$ cat src/rtl/video_pkg.sv
// Shared video definitions: character geometry and the sync/active control bundle
// passed between the generator, this shifter and the scan output.
package video_pkg;

  localparam int CHAR_WIDTH  = 8;
  localparam int REVERSE_BIT = 7;

  typedef struct packed {
    logic h_sync;
    logic v_sync;
    logic active;
  } vid_ctl_t;

endpackage

$ cat src/rtl/video_delay_line.sv
// Enable-advanced shift line of DEPTH words; DEPTH=0 is a plain wire so the
// caller's own output register is the only stage.
module video_delay_line #(
  parameter int DEPTH = 8,
  parameter int WIDTH = 3
) (
  input  logic             clock_i,
  input  logic             reset_i,
  input  logic             enable_i,
  input  logic [WIDTH-1:0] data_i,
  output logic [WIDTH-1:0] data_o
);

  if (DEPTH == 0) begin : gPass
    logic unusedPass;
    assign unusedPass = clock_i ^ reset_i ^ enable_i;
    assign data_o     = data_i;
  end else begin : gShift
    logic [WIDTH-1:0] stage_q [DEPTH];

    always_ff @(posedge clock_i) begin
      if (reset_i) begin
        for (int i = 0; i < DEPTH; i++) stage_q[i] <= '0;
      end else if (enable_i) begin
        stage_q[0] <= data_i;
        for (int i = 1; i < DEPTH; i++) stage_q[i] <= stage_q[i-1];
      end
    end

    assign data_o = stage_q[DEPTH-1];
  end

endmodule

$ cat src/rtl/video_shifter.sv
// Character-cell output stage: latches the RAM/ROM bytes fetched by video_gen,
// serialises the glyph MSB-first with reverse video, and aligns the syncs.
module video_shifter
  import video_pkg::*;
#(
  parameter bit INVERT_VIDEO = 1'b0,
  parameter int SYNC_DELAY   = 8
) (
  input  logic                  clk16,
  input  logic                  reset,
  input  logic                  pixel_en,
  input  logic                  char_load,
  input  logic [CHAR_WIDTH-1:0] data_in,
  input  logic                  video_ram_strobe,
  input  logic                  video_rom_strobe,
  input  logic                  h_active,
  input  logic                  v_active,
  input  logic                  h_sync,
  input  logic                  v_sync,
  output logic                  video,
  output logic                  h_sync_out,
  output logic                  v_sync_out,
  output logic                  active_out
);

  logic                  ramStrobe_q, romStrobe_q;
  logic [CHAR_WIDTH-1:0] ramLatch_q, ramLatch_d;
  logic [CHAR_WIDTH-1:0] romLatch_q, romLatch_d;
  logic [CHAR_WIDTH-1:0] shift_q, shift_d;
  logic                  rev_q, rev_d;
  logic                  video_q, video_d;
  logic                  load, ramFall, romFall, pixel;
  vid_ctl_t              ctlIn, ctlTail, ctlOut_q;

  assign load    = char_load & pixel_en;
  assign ramFall = ramStrobe_q & ~video_ram_strobe;
  assign romFall = romStrobe_q & ~video_rom_strobe;
  assign ctlIn   = {h_sync, v_sync, h_active & v_active};

  video_delay_line #(
    .DEPTH(SYNC_DELAY),
    .WIDTH($bits(vid_ctl_t))
  ) uDelay (
    .clock_i (clk16),
    .reset_i (reset),
    .enable_i(pixel_en),
    .data_i  (ctlIn),
    .data_o  (ctlTail)
  );

  // The pixel is taken from the next shifter state, so the register output
  // tracks the shifter and naturally holds between pixel_en pulses.
  always_comb begin
    ramLatch_d = ramLatch_q;
    romLatch_d = romLatch_q;
    shift_d    = shift_q;
    rev_d      = rev_q;
    if (load) begin
      shift_d    = romLatch_q;
      rev_d      = ramLatch_q[REVERSE_BIT];
      ramLatch_d = '0;
      romLatch_d = '0;
    end else if (pixel_en) begin
      shift_d = {shift_q[CHAR_WIDTH-2:0], 1'b0};
    end
    if (ramFall) ramLatch_d = data_in;
    if (romFall) romLatch_d = data_in;
    pixel   = shift_d[CHAR_WIDTH-1] ^ rev_d ^ INVERT_VIDEO;
    video_d = pixel & ctlTail.active;
  end

  always_ff @(posedge clk16) begin
    if (reset) begin
      ramStrobe_q <= 1'b0;
      romStrobe_q <= 1'b0;
      ramLatch_q  <= '0;
      romLatch_q  <= '0;
      shift_q     <= '0;
      rev_q       <= 1'b0;
      video_q     <= 1'b0;
      ctlOut_q    <= '0;
    end else begin
      ramStrobe_q <= video_ram_strobe;
      romStrobe_q <= video_rom_strobe;
      ramLatch_q  <= ramLatch_d;
      romLatch_q  <= romLatch_d;
      shift_q     <= shift_d;
      rev_q       <= rev_d;
      video_q     <= video_d;
      ctlOut_q    <= ctlTail;
    end
  end

  assign video      = video_q;
  assign h_sync_out = ctlOut_q.h_sync;
  assign v_sync_out = ctlOut_q.v_sync;
  assign active_out = ctlOut_q.active;

endmodule

$ cat config.mk
export PLATFORM = sky130hd
export DESIGN_NAME = video_shifter
export DESIGN_NICKNAME = d
export VERILOG_FILES = /design/src/rtl/video_pkg.sv /design/src/rtl/video_delay_line.sv /design/src/rtl/video_shifter.sv
export SDC_FILE = /design/constraint.sdc
export NUM_CORES = 1
export LEC_CHECK = 0
export ABC_AREA = 0
export CAP_MARGIN = 10
export CORE_MARGIN = 2
export CORE_UTILIZATION = 55
export DETAILED_ROUTE_END_ITERATION = 8
export DONT_BUFFER_PORTS = 1
export PLACE_DENSITY = 0.82
export SLEW_MARGIN = 10
export SYNTH_ARGS = -nofsm -noshare
export SYNTH_HDL_FRONTEND = slang
export SYNTH_SLANG_ARGS = --single-unit
$ cat constraint.sdc
create_clock -name clk16 -period 3.9 [get_ports clk16]
set_input_delay 0.585 -clock clk16 [delete_from_list [all_inputs] [get_ports clk16]]
set_output_delay 0.585 -clock clk16 [all_outputs]
set_load 0.05 [all_outputs]
==> summary.txt, run 1 <==
Status - complete, no violations
Drt pass-1 iters - 4
Clk_lat worst skew - 0.34 ns
Register bit total from synthesis - 48
Placed inst area - 0.00182 mm2
Hold Crit Class - in2reg
Worst path arrival time - 0.98 ns
Netlist Area Pre-Place - 0.00181 mm2
Sequential share of power - 0.635
Routed Antenna Nets - 0
Fin. max-slew vios - 0
Syn nets - 168
Yosys cell types - 25
P_sw - 0.176 mW
Root buffer cell - clkbuf_4
Sw frac - 0.196
Core Area - 0.00310 mm2
Synth-to-Final Area Change - 5.10%
Total Routing Usage GR - 0.163
Via count - 1026
Clk pwr share - 0.327
I/O pin count - 22
# DRC - 0
Setup Skew - 0.00534 ns
Area of the multi-input gates - 566 um2
Final hold violation count - 0
CTS Buffer Depth - 2
Pleak - 0.708 nW
Simple-Gate Fraction of Synth Area - 0.198
Final TNS setup - 0 ns
Comb pwr share - 0.038
# setup viols final - 0
Antenna cells - 0
Largest family of logic cells by synthesized area - simple AND/OR/NAND/NOR gates
Largest Register - uDelay.gShift.stage_q
Total grt overflow - 0
Die Wd - 61.4 um
Fin crit share - 0.401
Syn Inst Count - 150
Initial Util - 0.585
Initial DRC count - 46
Post-route setup slack - 2.34 ns
Input/output buffers - 0
Power per cell area - 472 mW/mm2
Worst-path fanout max - 1
Placed Cells - 185
Routed WL per cell - 13.4 um
Xor/xnor share of the synthesized area - 0
Antenna violations before repair - 0
Max FFs per register - 24
Hpwl dp - 1660 um
Fmax - 0.639 GHz
Crit Path Class - reg2out
Crit path launch type - flip-flop
Worst vdd ir - 0.308 mV
Layout cells sized above 1 - 0.0671
Post-synthesis mux area share - 0.0441
Regs by FF count - uDelay.gShift.stage_q x24, romLatch_q x8, shift_q x8
Final #Nets - 166
Clk pin slew, worst setup/hold paths - 0.13 ns
Post-synthesis compound-gate area fraction - 0.0697
Register area share after synthesis - 0.662
Cell internal pwr - 0.724 mW
Row cnt - 20
Relative slew slack - 0.626
Worst slew pin tran - 0.561 ns
Post-CTS Setup Inserts - 0
Max_cap viols - 0
Req. time, crit path - 3.31 ns
Vias in the first global route - 977
Adder-Cell Fraction of Synth Area - 0
First-pass GRT wire length - 4320 um
FF/Latch Area - 0.00120 mm2
RSZ-0062 raised after global routing - false
CTS sink count - 48
Fin crit period - 1.56 ns
CTS tree - done
Drt via density - 5.32
Design Area, Final - 0.00191 mm2
Final Util - 0.615
H-tree depth - 2
Cts hold-fix bufs - 0
WL final - 2580 um
Power Total - 0.900 mW
Die span in y - 61.4 um
Layout Cells excl Fill - 193
Yosys synthesis warning count - 0
Avg Cell Area, Syn - 12.1 um2
DIE AREA - 0.00377 mm2
Post-Place Worst Slack - 2.46 ns
Layout fillers - 261
Gpl congestion - 0.665
Num CTS Buffers - 5
Hold_ws - 0.290 ns
Crit path capture type - primary output
Largest net degree at the start of global routing - 32
Cts repair resizes - 0
[routing by layer]
metal | share of wire | up-vias | track usage | wire length [um]
li1 | - | 514 | - | -
met4 | 0.0074 | 0 | 0.0456 | 19
met1 | 0.48 | 486 | 0.206 | 1240
met2 | 0.47 | 24 | 0.264 | 1210
met5 | 0 | - | 0 | 0
met3 | 0.045 | 2 | 0.0630 | 117
[synth_stat cells]
master    number  area, um2
or3b_1         1       8.76
clkbuf_2       1       5.00
nor2b_1       13       81.3
edfxtp_1      24        721
dfxtp_1       24        480
clkbuf_1       3       11.3
o21ai_0        1       5.00
mux2i_1        8       80.1
and3_1         2       12.5
buf_6          1       11.3
nand3_1       10       50.1
and2b_1        1       7.51
buf_1          2       7.51
nand2_1        9       33.8
and2_1        17        106
a211oi_1       6       45.0
nand3b_1       1       7.51
buf_4          1       7.51
nor2_1         7       26.3
buf_2          1       5.00
o21ba_2        1       10.0
a21oi_1       11       55.1
a21boi_2       1       11.3
nand2b_1       3       18.8
or2_2          1       6.26
[worst paths after layout]
kind	startpoint	to	slack [ns]	cells after the start
max	v_sync_out	v_sync_out	2.34	0
min	reset	h_sync_out	0.29	1
max reg2reg	romStrobe_q	romLatch_q[0]	2.79	3
min reg2reg	uDelay.gShift.stage_q[0][22]	v_sync_out	0.47	1
[cell families (layout without fill, tap and decap cells)]
group / count (synthesis) / count (layout)
mux: 8 / 8
compound gates: 20 / 20
flops: 48 / 48
buf+inv: 9 / 8
simple gates: 65 / 65
[cell type report]
type	instances	share of cell area
well taps	44	0.0289
clock buffers	6	0.0269
flip-flops and latches	48	0.630
clock inverters	2	0.0177
multi-input cells	93	0.297
[layout by cell type (no fill, tap or decap), drive strengths merged]
master / count
o21ai: 1
nand2: 9
nand2b: 3
nand3: 10
a21boi: 1
and3: 2
edfxtp: 24
and2: 17
or2: 1
nor2b: 13
and2b: 1
nor2: 7
clkbuf: 6
or3b: 1
bufinv: 1
a211oi: 6
dfxtp: 24
o21ba: 1
mux2i: 8
nand3b: 1
clkinv: 1
a21oi: 11
[power by group through the flow]
stage	clock, mW	combinational [mW]	sequential [mW]
6_report	0.294	0.0344	0.572
5_1_grt	0.325	0.0388	0.575
4_1_cts	0.306	0.0348	0.572
3_5_place_dp	0	0.0346	0.583
3_3_place_gp	0	0.0324	0.582
2_1_floorplan	0	0.0392	0.580
Note: power is estimated with default switching activity, not from simulation.
==> run 2, diff against run 1 <==
--- a/config.mk
+++ b/config.mk
@@ -11,7 +11,7 @@
 export CORE_UTILIZATION = 55
 export DETAILED_ROUTE_END_ITERATION = 8
 export DONT_BUFFER_PORTS = 1
-export PLACE_DENSITY = 0.82
+export PLACE_DENSITY = 0.85
 export SLEW_MARGIN = 10
 export SYNTH_ARGS = -nofsm -noshare
 export SYNTH_HDL_FRONTEND = slang
==> constraint.sdc (replaced) <==
create_clock -name clk16 -period 1.25 [get_ports clk16]
set_input_delay 0.1875 -clock clk16 [delete_from_list [all_inputs] [get_ports clk16]]
set_output_delay 0.1875 -clock clk16 [all_outputs]
set_load 0.05 [all_outputs]
==> run 2 against run 1 <==
Against the previous run: combinational power grew to 5.0 times the previous value; worst setup slack worse by 2.3 ns; die area stayed put; largest cell class unchanged; global-route usage is 1.5 points higher; largest power group unchanged; total power grew to 2.9 times the previous value; hold slack worse by 0.26 ns.
==> summary.txt, run 2 (synthesized netlist as in run 1, its figures left out) <==
Cts repair resizes - 0 (unchanged)
Drt via density - 5.25 (was 5.32)
Max FFs per register - 24 (unchanged)
Die Wd - 61.4 um (unchanged)
CTS Buffer Depth - 2 (unchanged)
Worst-path fanout max - 2 (was 1)
WL final - 3020 um (was 2580 um)
Total grt overflow - 0 (unchanged)
Root buffer cell - clkbuf_4 (unchanged)
Die span in y - 61.4 um (unchanged)
Pleak - 0.788 nW (was 0.708 nW)
Final TNS setup - 0 ns (unchanged)
Synth-to-Final Area Change - 14.1% (was 5.10%)
Crit Path Class - reg2reg (was reg2out)
Largest net degree at the start of global routing - 25 (was 32)
Hold path depth - 2 (was 1)
Num CTS Buffers - 5 (unchanged)
Most frequent cells in the layout - 24 x dfxtp_1, 24 x edfxtp_1, 19 x dlygate4sd3_1 (was 24 x dfxtp_1, 24 x edfxtp_1, 17 x and2_1)
Crit path launch type - flip-flop (unchanged)
CTS tree - done (unchanged)
RSZ-0062 raised after global routing - false (unchanged)
Slowest cell delay on critical path - 0.56 ns
Worst R2R End - ramLatch_q[7] (was romLatch_q[0])
Drt pass-1 iters - 4 (unchanged)
Final hold violation count - 0 (unchanged)
Relative slew slack - 0.598 (was 0.626)
Clk_lat worst skew - 0.34 ns (about the same)
Worst vdd ir - 0.814 mV (was 0.308 mV)
Max_cap viols - 0 (unchanged)
Total Routing Usage GR - 0.178 (was 0.163)
First-pass GRT wire length - 4640 um (was 4320 um)
Routed WL per cell - 14.2 um (was 13.4 um)
Initial Util - 0.585 (unchanged)
Fin crit period - 1.21 ns
Fmax - 0.829 GHz
Power per cell area - 1260 mW/mm2 (was 472 mW/mm2)
Crit path capture type - flip-flop (was primary output)
Hold Path Sink - shift_q[2] (was h_sync_out)
Worst slew pin tran - 0.601 ns (was 0.561 ns)
Hpwl dp - 1740 um (was 1660 um)
H-tree depth - 2 (unchanged)
Gpl congestion - 0.742 (was 0.665)
Setup slack, reg-to-reg - 0.04 ns (was 2.79 ns)
Antenna violations before repair - 0 (unchanged)
Worst-path cell chain - nand2b_1 > nand3_1 > a21oi_1 > dlygate4sd3_1
Worst path arrival time - 1.50 ns (was 0.98 ns)
Fin crit share - 0.965
Status - complete, no violations (unchanged)
Initial DRC count - 40 (was 46)
Regs by FF count - uDelay.gShift.stage_q x24, romLatch_q x8, shift_q x8 (unchanged)
Largest Register - uDelay.gShift.stage_q (unchanged)
Via count - 1119 (was 1026)
Vias in the first global route - 1048 (was 977)
# setup viols final - 0 (unchanged)
Antenna cells - 0 (unchanged)
Hold Crit Class - in2reg (unchanged)
Row cnt - 20 (unchanged)
Layout cells sized above 1 - 0.0533 (was 0.0671)
Input/output buffers - 0 (unchanged)
CTS sink count - 48 (unchanged)
Final Util - 0.667 (was 0.615)
Clk pin slew, worst setup/hold paths - 0.12 ns (was 0.13 ns)
Power Total - 2.61 mW (was 0.900 mW)
R2r worst-path depth - 4 (was 3)
Setup Skew - 0.00517 ns (was 0.00534 ns)
Routed Antenna Nets - 0 (unchanged)
Fin. max-slew vios - 0 (unchanged)
DIE AREA - 0.00377 mm2 (unchanged)
# DRC - 0 (unchanged)
Final #Nets - 186 (was 166)
Req. time, crit path - 1.54 ns (was 3.31 ns)
Critical Path Slowest Stage Cell - dlygate4sd3_1
I/O pin count - 22 (unchanged)
Core Area - 0.00310 mm2 (unchanged)
FF-to-FF Start - ramStrobe_q (was romStrobe_q)
Hold path start - pixel_en (was reset)
-- run 2: cell type report --
type | instances | area (um2)
clock buffers | 8 | 48.8
flip-flops and latches | 48 | 1200
repair buffers | 20 | 198
multi-input cells | 93 | 568
well taps | 44 | 55.1
fillers | 248 | 1030
-- run 2: metal layers --
metal	track usage	share of wire	vias to the layer above
li1	-	-	556
met1	0.218	0.45	523
met2	0.281	0.48	35
met3	0.0567	0.057	5
met4	0.0973	0.018	0
met5	0	0	-
-- run 2: repair_timing --
| action | CTS | global route |
|---|---|---|
| hold buffers | 18 | 1 |
| setup buffers | 0 | 0 |
| hold endpoints to repair | 23 | 5 |
-- run 2: how the worst max path moves through the flow --
stage	slack, ns	cells after the start	startpoint	end
after floorplan	0.13	3	pixel_en	uDelay.gShift.stage_q[0][0]
after global placement	0.26	3	ramLatch_q[7]	video
after CTS	0.04	4	ramStrobe_q	ramLatch_q[7]
after global routing	0.02	3	romLatch_q[0]	shift_q[0]
final	0.04	4	ramStrobe_q	ramLatch_q[7]
after detailed placement	0.19	3	uDelay.gShift.stage_q[0][21]	video
-- run 2: report_power, final --
group | internal (mW) | switching [mW] | leakage (nW) | total [mW]
combinational | 0.0906 | 0.0810 | 0.301 | 0.172
clock | 0.225 | 0.434 | 0.0265 | 0.659
sequential | 1.74 | 0.0459 | 0.461 | 1.78
-- run 2: critical path: cells and delay by family, from the launching register on --
| kind | cells | cell delay [ns] |
|---|---|---|
| buffers and inverters | 1 | 0.56 |
| and+or+nand+nor | 2 | 0.13 |
| DFF | 1 | 0.33 |
| AOI/OAI and AO/OA | 1 | 0.14 |
-- run 2: stage by stage --
stage               area, um2  instances  setup WS [ns]  hold slack, ns
CTS                      2060        212         0.0355        0.000111
detailed placement       1830        186          0.188           0.263
floorplan                1820        150          0.128           0.274
global route             2070        213         0.0159         0.00619
finish                   2070        213         0.0434          0.0335
global placement         1830        186          0.259           0.260
